### config.mk
export PLATFORM = sky130hd
export DESIGN_NAME = regfile_wb_arbiter_flat
export DESIGN_NICKNAME = d
export VERILOG_FILES = /design/src/rtl/regfile_wb_arbiter_if.sv /design/src/rtl/regfile_wb_arbiter.sv /design/src/flat_wrapper.sv
export SDC_FILE = /design/constraint.sdc
export NUM_CORES = 1
export LEC_CHECK = 0
export ABC_CLOCK_PERIOD_IN_PS = 2700
export BUFFER_PORTS_ARGS = -buffer_cell sky130_fd_sc_hd__buf_4
export CELL_PAD_IN_SITES_DETAIL_PLACEMENT = 1
export CELL_PAD_IN_SITES_GLOBAL_PLACEMENT = 1
export CORE_MARGIN = 5
export CORE_UTILIZATION = 37
export CTS_CLUSTER_DIAMETER = 120
export DETAILED_ROUTE_END_ITERATION = 16
export HOLD_SLACK_MARGIN = 0.06
export PLACE_DENSITY = 0.79
export SLEW_MARGIN = 5
export SYNTH_ARGS = -nofsm -noshare
export SYNTH_HDL_FRONTEND = slang
export SYNTH_SLANG_ARGS = --single-unit
### constraint.sdc
create_clock -name clk -period 2.7 [get_ports clk]
set_input_delay 0.405 -clock clk [delete_from_list [all_inputs] [get_ports clk]]
set_output_delay 0.405 -clock clk [all_outputs]
set_load 0.1 [all_outputs]
### src/rtl/regfile_wb_arbiter_if.sv
// regfile_wb_arbiter_if: writeback, allocation, operand-read and register-file write signals of the arbiter
interface regfile_wb_arbiter_if #(
  parameter int XLEN = 32,
  parameter int REG_ADDR_W = 5
);
  logic wb0_valid;
  logic [REG_ADDR_W-1:0] wb0_rd;
  logic [XLEN-1:0] wb0_data;
  logic wb0_ready;
  logic wb1_valid;
  logic [REG_ADDR_W-1:0] wb1_rd;
  logic [XLEN-1:0] wb1_data;
  logic wb1_ready;
  logic alloc_valid;
  logic [REG_ADDR_W-1:0] alloc_rd;
  logic alloc_ready;
  logic rs1_enable;
  logic [REG_ADDR_W-1:0] rs1_sel;
  logic rs2_enable;
  logic [REG_ADDR_W-1:0] rs2_sel;
  logic hazard;
  logic busy;
  logic rd_enable;
  logic [REG_ADDR_W-1:0] rd_sel;
  logic [XLEN-1:0] rd_data;
  modport master (
    output wb0_valid, wb0_rd, wb0_data, wb1_valid, wb1_rd, wb1_data,
    output alloc_valid, alloc_rd, rs1_enable, rs1_sel, rs2_enable, rs2_sel,
    input wb0_ready, wb1_ready, alloc_ready, hazard, busy, rd_enable, rd_sel, rd_data
  );
  modport slave (
    input wb0_valid, wb0_rd, wb0_data, wb1_valid, wb1_rd, wb1_data,
    input alloc_valid, alloc_rd, rs1_enable, rs1_sel, rs2_enable, rs2_sel,
    output wb0_ready, wb1_ready, alloc_ready, hazard, busy, rd_enable, rd_sel, rd_data
  );
endinterface

### src/rtl/regfile_wb_arbiter.sv
// regfile_wb_arbiter: round-robin share of the register-file write port with a pending-write scoreboard
module regfile_wb_arbiter #(
  parameter int XLEN = 32,
  parameter int REG_ADDR_W = 5
) (
  input logic clk,
  input logic rst_n,
  regfile_wb_arbiter_if.slave bus
);
  localparam int N = 1 << REG_ADDR_W;
  logic [N-1:0] pending;
  logic [N-1:0] pending_next;
  logic last_grant;
  logic grant;
  logic accept;
  logic [REG_ADDR_W-1:0] sel_rd;
  logic [XLEN-1:0] sel_data;
  always_comb begin
    grant = (bus.wb0_valid && bus.wb1_valid) ? ~last_grant : bus.wb1_valid;
    bus.wb0_ready = bus.wb0_valid && !grant;
    bus.wb1_ready = bus.wb1_valid && grant;
    accept = bus.wb0_ready || bus.wb1_ready;
    sel_rd = grant ? bus.wb1_rd : bus.wb0_rd;
    sel_data = grant ? bus.wb1_data : bus.wb0_data;
    bus.alloc_ready = !(bus.alloc_rd != '0 && pending[bus.alloc_rd]);
    bus.hazard = (bus.rs1_enable && bus.rs1_sel != '0 && pending[bus.rs1_sel]) ||
                 (bus.rs2_enable && bus.rs2_sel != '0 && pending[bus.rs2_sel]);
    bus.busy = |pending;
  end
  // clear first so a same-cycle allocation of the same index wins
  always_comb begin
    pending_next = pending;
    if (bus.wb1_ready) pending_next[bus.wb1_rd] = 1'b0;
    if (bus.alloc_valid && bus.alloc_ready) pending_next[bus.alloc_rd] = 1'b1;
    pending_next[0] = 1'b0;
  end
  always_ff @(posedge clk or negedge rst_n) begin
    if (!rst_n) begin
      pending <= '0;
      last_grant <= 1'b1;
      bus.rd_enable <= 1'b0;
      bus.rd_sel <= '0;
      bus.rd_data <= '0;
    end else begin
      pending <= pending_next;
      bus.rd_enable <= accept && sel_rd != '0;
      if (accept) begin
        last_grant <= grant;
        bus.rd_sel <= sel_rd;
        bus.rd_data <= sel_data;
      end
    end
  end
endmodule

### src/flat_wrapper.sv
// flat-port wrapper written by rule: the top's interface ports become plain ports
module regfile_wb_arbiter_flat 
#(
  parameter int XLEN = 32,
  parameter int REG_ADDR_W = 5
)
  (clk, rst_n, bus_wb0_valid, bus_wb0_rd, bus_wb0_data, bus_wb1_valid, bus_wb1_rd, bus_wb1_data, bus_alloc_valid, bus_alloc_rd, bus_rs1_enable, bus_rs1_sel, bus_rs2_enable, bus_rs2_sel, bus_wb0_ready, bus_wb1_ready, bus_alloc_ready, bus_hazard, bus_busy, bus_rd_enable, bus_rd_sel, bus_rd_data);
  regfile_wb_arbiter_if #(.XLEN(XLEN), .REG_ADDR_W(REG_ADDR_W)) bus_i ();
  input logic clk;
  input logic rst_n;
  input wire logic [$bits(bus_i.wb0_valid)-1:0] bus_wb0_valid;
  input wire logic [$bits(bus_i.wb0_rd)-1:0] bus_wb0_rd;
  input wire logic [$bits(bus_i.wb0_data)-1:0] bus_wb0_data;
  input wire logic [$bits(bus_i.wb1_valid)-1:0] bus_wb1_valid;
  input wire logic [$bits(bus_i.wb1_rd)-1:0] bus_wb1_rd;
  input wire logic [$bits(bus_i.wb1_data)-1:0] bus_wb1_data;
  input wire logic [$bits(bus_i.alloc_valid)-1:0] bus_alloc_valid;
  input wire logic [$bits(bus_i.alloc_rd)-1:0] bus_alloc_rd;
  input wire logic [$bits(bus_i.rs1_enable)-1:0] bus_rs1_enable;
  input wire logic [$bits(bus_i.rs1_sel)-1:0] bus_rs1_sel;
  input wire logic [$bits(bus_i.rs2_enable)-1:0] bus_rs2_enable;
  input wire logic [$bits(bus_i.rs2_sel)-1:0] bus_rs2_sel;
  output wire logic [$bits(bus_i.wb0_ready)-1:0] bus_wb0_ready;
  output wire logic [$bits(bus_i.wb1_ready)-1:0] bus_wb1_ready;
  output wire logic [$bits(bus_i.alloc_ready)-1:0] bus_alloc_ready;
  output wire logic [$bits(bus_i.hazard)-1:0] bus_hazard;
  output wire logic [$bits(bus_i.busy)-1:0] bus_busy;
  output wire logic [$bits(bus_i.rd_enable)-1:0] bus_rd_enable;
  output wire logic [$bits(bus_i.rd_sel)-1:0] bus_rd_sel;
  output wire logic [$bits(bus_i.rd_data)-1:0] bus_rd_data;
  assign bus_i.wb0_valid = bus_wb0_valid;
  assign bus_i.wb0_rd = bus_wb0_rd;
  assign bus_i.wb0_data = bus_wb0_data;
  assign bus_i.wb1_valid = bus_wb1_valid;
  assign bus_i.wb1_rd = bus_wb1_rd;
  assign bus_i.wb1_data = bus_wb1_data;
  assign bus_i.alloc_valid = bus_alloc_valid;
  assign bus_i.alloc_rd = bus_alloc_rd;
  assign bus_i.rs1_enable = bus_rs1_enable;
  assign bus_i.rs1_sel = bus_rs1_sel;
  assign bus_i.rs2_enable = bus_rs2_enable;
  assign bus_i.rs2_sel = bus_rs2_sel;
  assign bus_wb0_ready = bus_i.wb0_ready;
  assign bus_wb1_ready = bus_i.wb1_ready;
  assign bus_alloc_ready = bus_i.alloc_ready;
  assign bus_hazard = bus_i.hazard;
  assign bus_busy = bus_i.busy;
  assign bus_rd_enable = bus_i.rd_enable;
  assign bus_rd_sel = bus_i.rd_sel;
  assign bus_rd_data = bus_i.rd_data;
  regfile_wb_arbiter #(.XLEN(XLEN), .REG_ADDR_W(REG_ADDR_W)) u_core (.clk(clk), .rst_n(rst_n), .bus(bus_i));
endmodule
==> reports/metrics.csv, run 1 <==
metric,value,unit
status,completed,
synth_common_cells,"nor2_1 (73), dfrtp_1 (69), o21ai_1 (46)",
drtIter0Drc,201,
worstPathMaxFanout,5,
power_frac_seq,37.8,%
rr_startpoint,u_core.pending[22],
finalSetupTns,0,ps
ys_seq_area_share,44.9,%
drive_gt1_share,37.3,%
post_cts_buffers,0,
internal_power,0.00233,W
ys_ff_latch,70,
p_comb_share,38.0,%
yosysUniqueCellTypes,45,
drc,0,
fp.coreArea,10300,um^2
grt_antenna_before_repair,0,
ant_nets,0,
ys.flop_type,dfrtp_1,
start_kind,flop,
worstMarginPinSlew,894,ps
ctsHtreeMaxLevel,3,
clockPowerShare,24.2,%
syn-num-nets,497,
num-nets-final,622,
fp-row-count,37,
switching_power,0.00174,W
max_cap_violations,0,
gp_congestion,0.903,
hold_buffers,0,
post-route-min-period,2590,ps
crit_required,2300,ps
regArea,1750,um^2
synth_cells,401,
synth-edff-count,0,
synth.largest_area_cell,dfrtp_1,
diodes,0,
fillerInstances,1204,
hold_viol,0,
skew,8.40,ps
cp.arrival,2180,ps
grt_setup_unrepaired,no,
grt_pass1_wl,23400,um
dr.pass1.iters,4,
clockBufferDepth,2,
stdcell_count,667,
grt_usage,23.2,%
rr_endpoint,u_core.pending[7],
start_util,37.8,%
root_buffer,clkbuf_8,
clock-sinks,70,
regToRegSetupSlack,760,ps
die_w,113,um
wirelength,14400,um
ys.warnings.count,0,
hpwlAfterDp,10900,um
clk_pin_slew,90,ps
synth.area.top_cells,"dfrtp_1 (44%), mux4_2 (13%), nor2_1 (7.0%)",
power,0.00408,W
synth_top_cell_area_share,44.3,%
die_y,113,um
cts_tree,yes,
cts_buffers,9,
grt_pass1_vias,4345,
avgRoutedWirePerCell,21.5,um
worstSetupEndpointType,output pin,
worstRegToRegCells,6,
die_area,12700,um^2
synth_most_common_cell,nor2_1,
syn_avg_cell_area,9.73,um^2
min_period_over_period,95.8,%
clk_latency,350,ps
grt_max_degree,71,
gr-total-overflow,0,
dp.cells,651,
slew_headroom,40.4,%
power.density,774,nW/um^2
ir_drop,0.367,mV
io_buffers,138,
area_growth_syn_to_layout,35.0,%
p_sw_share,42.8,%
netlist_area,3900,um^2
post_drt_via_cell_ratio,5.80,
multi_input_area,2000,um^2
hp-class,in2async,
fmax,387,MHz
leakage,2.25,nW
routed-via-count,3866,
async_reset_ff_share,100,%
criticalPathCategory,reg2out,
setup_viol,0,
slew_viol_final,0,
pin_count,139,
## repair_timing
action | 4_1_cts | 5_1_grt
endpoints found under the setup margin | 0 | 2
resized for setup | 0 | 2
endpoints found under the hold margin | 0 | 0
## cells in the final DEF (no fill, tap or decap), types with 3 or more instances in the layout
cell and count:
mux2i_1 3, a21oi_1 11, nand2_1 11, o21ai_0 19, o22ai_1 35, nor4_1 7, nand3b_1 5, a31oi_1 8
o21ai_1 46, dfrtp_1 69, mux4_2 22, nand2_2 4, nand3_1 6, buf_4 140, clkbuf_8 9, and3b_1 4
inv_2 3, or3_1 4, mux2_2 4, nor2_1 72, inv_1 8
## state kept, by name, indices dropped and copies added (netlist names)
signal	flops
u_core.last_grant	1
u_core.bus.rd_sel	5
u_core.bus.rd_data	32
u_core.pending	31
u_core.bus.rd_enable	1
## power by group through the flow
stage,clock network [W],logic (W),registers (W)
6_report,0.000987,0.00155,0.00154
5_1_grt,0.00105,0.00164,0.00156
4_1_cts,0.00100,0.00155,0.00152
3_5_place_dp,0,0.00155,0.00154
3_3_place_gp,0,0.00151,0.00153
2_1_floorplan,0,0.000643,0.00192
## through the flow
| stage | setup WS (ps) | area, um^2 | hold WS, ps | utilization, % |
|---|---|---|---|---|
| after floorplan | -274 | 3930 | 109 | - |
| after global placement | 261 | 5030 | 504 | 48.7 |
| after detailed placement | 247 | 5030 | 516 | 48.7 |
| after CTS | 71.0 | 5260 | 194 | 50.9 |
| after global routing | 7.04 | 5270 | 242 | 51.0 |
| final | 113 | 5270 | 173 | 51.0 |
## worst max-delay path, cell delays in order (launching register included)
cell and delay [ps]:
dfrtp_1 460, mux4_2 490, mux4_2 480, nand3_1 100, o211ai_1 100, buf_6 200
## worst max-delay path by stage
stage / from / end / slack (ps) / depth (start not counted)
3_5_place_dp: bus_alloc_rd[0] / bus_alloc_ready / 250 / 7
2_1_floorplan: bus_rs2_sel[2] / bus_hazard / -270 / 6
6_report: u_core.pending[22] / bus_hazard / 110 / 5
3_3_place_gp: bus_alloc_rd[0] / bus_alloc_ready / 260 / 7
5_1_grt: u_core.pending[23] / bus_alloc_ready / 7 / 6
4_1_cts: u_core.pending[22] / bus_hazard / 70 / 5
## cells by family (layout without fill, tap and decap cells)
family          count (synthesis)  after routing  synth area share, %
simple gates                  132            132                 16.7
compound gates                129            129                 19.3
flops                          70             70                 44.9
buf+inv                        39            169                 3.88
mux                            31             31                 15.2
## area by class of cell
type                            count  share of cell area (%)
Clock buffer                        9                    2.35
Clock inverter                      7                    2.00
Inverter                           11                   0.784
Multi-Input combinational cell    292                    38.0
Sequential cell                    70                    33.3
Tap cell                          136                    3.23
Timing Repair Buffer              142                    20.4
## layer usage
metal	GRT usage [%]	wire, um	vias up
li1	-	-	1747
met1	28.8	5730	1905
met2	37.6	6900	184
met3	7.49	1320	30
met4	8.57	401	0
met5	0	0	-
Note: power is estimated with default switching activity, not from simulation.
==> run 2: changes to the inputs <==
--- a/config.mk
+++ b/config.mk
@@ -6,7 +6,7 @@
 export NUM_CORES = 1
 export LEC_CHECK = 0
 export ABC_CLOCK_PERIOD_IN_PS = 2700
-export BUFFER_PORTS_ARGS = -buffer_cell sky130_fd_sc_hd__buf_4
+export BUFFER_PORTS_ARGS = -buffer_cell sky130_fd_sc_hd__buf_2
 export CELL_PAD_IN_SITES_DETAIL_PLACEMENT = 1
 export CELL_PAD_IN_SITES_GLOBAL_PLACEMENT = 1
 export CORE_MARGIN = 5
@@ -14,8 +14,8 @@
 export CTS_CLUSTER_DIAMETER = 120
 export DETAILED_ROUTE_END_ITERATION = 16
 export HOLD_SLACK_MARGIN = 0.06
-export PLACE_DENSITY = 0.79
-export SLEW_MARGIN = 5
+export PLACE_DENSITY_LB_ADDON = 0.1
+export SLEW_MARGIN = 20
 export SYNTH_ARGS = -nofsm -noshare
 export SYNTH_HDL_FRONTEND = slang
 export SYNTH_SLANG_ARGS = --single-unit
==> run 2 against run 1 <==
Net effect:
- sequential power hardly changed
- global-route usage is 1.0 points lower
- routed wire length is 3.4% lower
- first-iteration DRC count is 16% higher
- hold slack worse by 67 ps
- power is 4.3% lower
- cell count is 1.6% higher
- die area stayed put
- largest power group unchanged
==> reports/metrics.csv, run 2 (same netlist as run 1, synthesis figures left out) <==
metric,value,unit,change
cp.arrival,2200,ps,+20 ps
regMostFlops,u_core.bus.rd_data,,
leakage,2.17,nW,-3.8%
die_w,113,um,unchanged
clk_pin_slew,90,ps,about the same
largest_reg_flops,32,,unchanged
worst_slack,94.7,ps,-18.1 ps
setup_viol,0,,unchanged
reg_top3,"u_core.bus.rd_data: 32 flops, u_core.pending: 31 flops, u_core.bus.rd_sel: 5 flops",,
grt_setup_unrepaired,no,,
worstRegToRegCells,6,,unchanged
crit_required,2300,ps,about the same
power,0.00390,W,-4.3%
cts_tree,yes,,
grt_pass1_vias,4105,,-5.5%
rr_startpoint,u_core.pending[20],,
hold_buffers,0,,unchanged
num-nets-final,633,,+1.8%
clock-sinks,70,,unchanged
avgRoutedWirePerCell,20.5,um,-4.9%
ant_nets,0,,unchanged
slew_viol_final,0,,unchanged
gr-total-overflow,0,,unchanged
final_common_cell,buf_2,,
gp_congestion,0.948,,+5.0%
die_y,113,um,unchanged
fp.coreArea,10300,um^2,unchanged
regToRegSetupSlack,710,ps,-50 ps
clockBufferDepth,2,,unchanged
grt_pass1_wl,22200,um,-4.8%
ir_drop,0.312,mV,-15%
hpwlAfterDp,10500,um,-3.4%
grt_usage,22.1,%,-1.0 points
drtIter0Drc,234,,+16%
fmax,384,MHz,-0.70%
start_util,37.8,%,unchanged
io_buffers,138,,unchanged
criticalPathCategory,reg2out,,
worstMarginPinSlew,735,ps,-159 ps
status,completed,,
skew,6.82,ps,-1.58 ps
power.density,780,nW/um^2,+0.76%
fp-row-count,37,,unchanged
dr.pass1.iters,4,,unchanged
routed-via-count,3867,,+0.026%
clk_latency,340,ps,about the same
max_cap_violations,0,,unchanged
pre_cts_slack,148,ps,-99.1 ps
place_area,4790,um^2,-4.7%
cts_buffers,9,,unchanged
dp.cells,660,,+1.4%
layout_common_cells,"buf_2 (135), nor2_1 (72), dfrtp_1 (67)",,
min_period_over_period,96.5,%,+0.67 points
drive_gt1_share,38.9,%,+1.6 points
worstSetupEndpointType,output pin,,
rr_endpoint,u_core.pending[5],,
diodes,0,,unchanged
area_growth_syn_to_layout,28.2,%,
post-route-min-period,2610,ps,+18.1 ps
hp-class,in2async,,
slew_headroom,51.0,%,+11 points
ctsHtreeMaxLevel,3,,unchanged
hold_ws,106,ps,-66.7 ps
start_kind,flop,,
root_buffer,clkbuf_8,,
wirelength,13900,um,-3.4%
worstPathMaxFanout,5,,unchanged
die_area,12700,um^2,unchanged
post_drt_via_cell_ratio,5.70,,-1.6%
hold_viol,0,,unchanged
pin_count,139,,unchanged
drc,0,,unchanged
fin_area,5000,um^2,-5.0%
stdcell_count,678,,+1.6%
grt_max_degree,42,,-41%
grt_antenna_before_repair,0,,unchanged
-- run 2: critical path, stage by stage (launching register included) --
cell and delay, ps:
dfrtp_1 470, mux4_2 460, or4b_1 470, o311ai_1 100, o211ai_1 160, buf_6 210
-- run 2: what timing repair did --
| action | CTS | global route |
|---|---|---|
| setup endpoints to repair | 1 | 1 |
| buffers inserted | 0 | 2 |
| gates resized for setup | 1 | 3 |
| pin swaps | 0 | 0 |
-- run 2: final cells by class --
| type | instances | area [um^2] |
|---|---|---|
| Inverter | 11 | 41.3 |
| Multi-Input combinational cell | 292 | 2000 |
| Clock buffer | 10 | 138 |
| Sequential cell | 70 | 1760 |
| Fill cell | 1239 | 5320 |
| Clock inverter | 6 | 46.3 |
| Tap cell | 136 | 170 |
| Timing Repair Buffer | 153 | 852 |
-- run 2: how the worst max path moves through the flow --
stage / cells after the start / slack [ps] / start / endpoint
CTS: 5 / 50 / u_core.pending[13] / bus_hazard
detailed placement: 7 / 150 / bus_alloc_rd[0] / bus_alloc_ready
global route: 6 / 0.4 / u_core.pending[23] / bus_alloc_ready
floorplan: 6 / -270 / bus_rs2_sel[2] / bus_hazard
global placement: 7 / 200 / bus_alloc_rd[0] / bus_alloc_ready
finish: 5 / 90 / u_core.pending[9] / bus_hazard
-- run 2: power breakdown --
part	total, W	switching, W	leakage, nW	internal, W
registers	0.00153	0.000278	0.808	0.00125
logic	0.00157	0.00105	1.27	0.000524
clock network	0.000801	0.000438	0.0889	0.000363
-- run 2: layer usage --
| metal | track usage [%] | vias up | part of all wire [%] |
|---|---|---|---|
| met4 | 6.01 | 0 | 1.5 |
| met3 | 5.71 | 15 | 7.5 |
| li1 | - | 1773 | - |
| met5 | 0 | - | 0 |
| met1 | 29.3 | 1923 | 43 |
| met2 | 36.0 | 156 | 48 |
-- run 2: per-stage QoR --
step / util, % / setup TNS, ps
floorplan: - / -482
global placement: 46.4 / 0
detailed placement: 46.4 / 0
CTS: 48.2 / 0
global route: 48.4 / 0
finish: 48.4 / 0
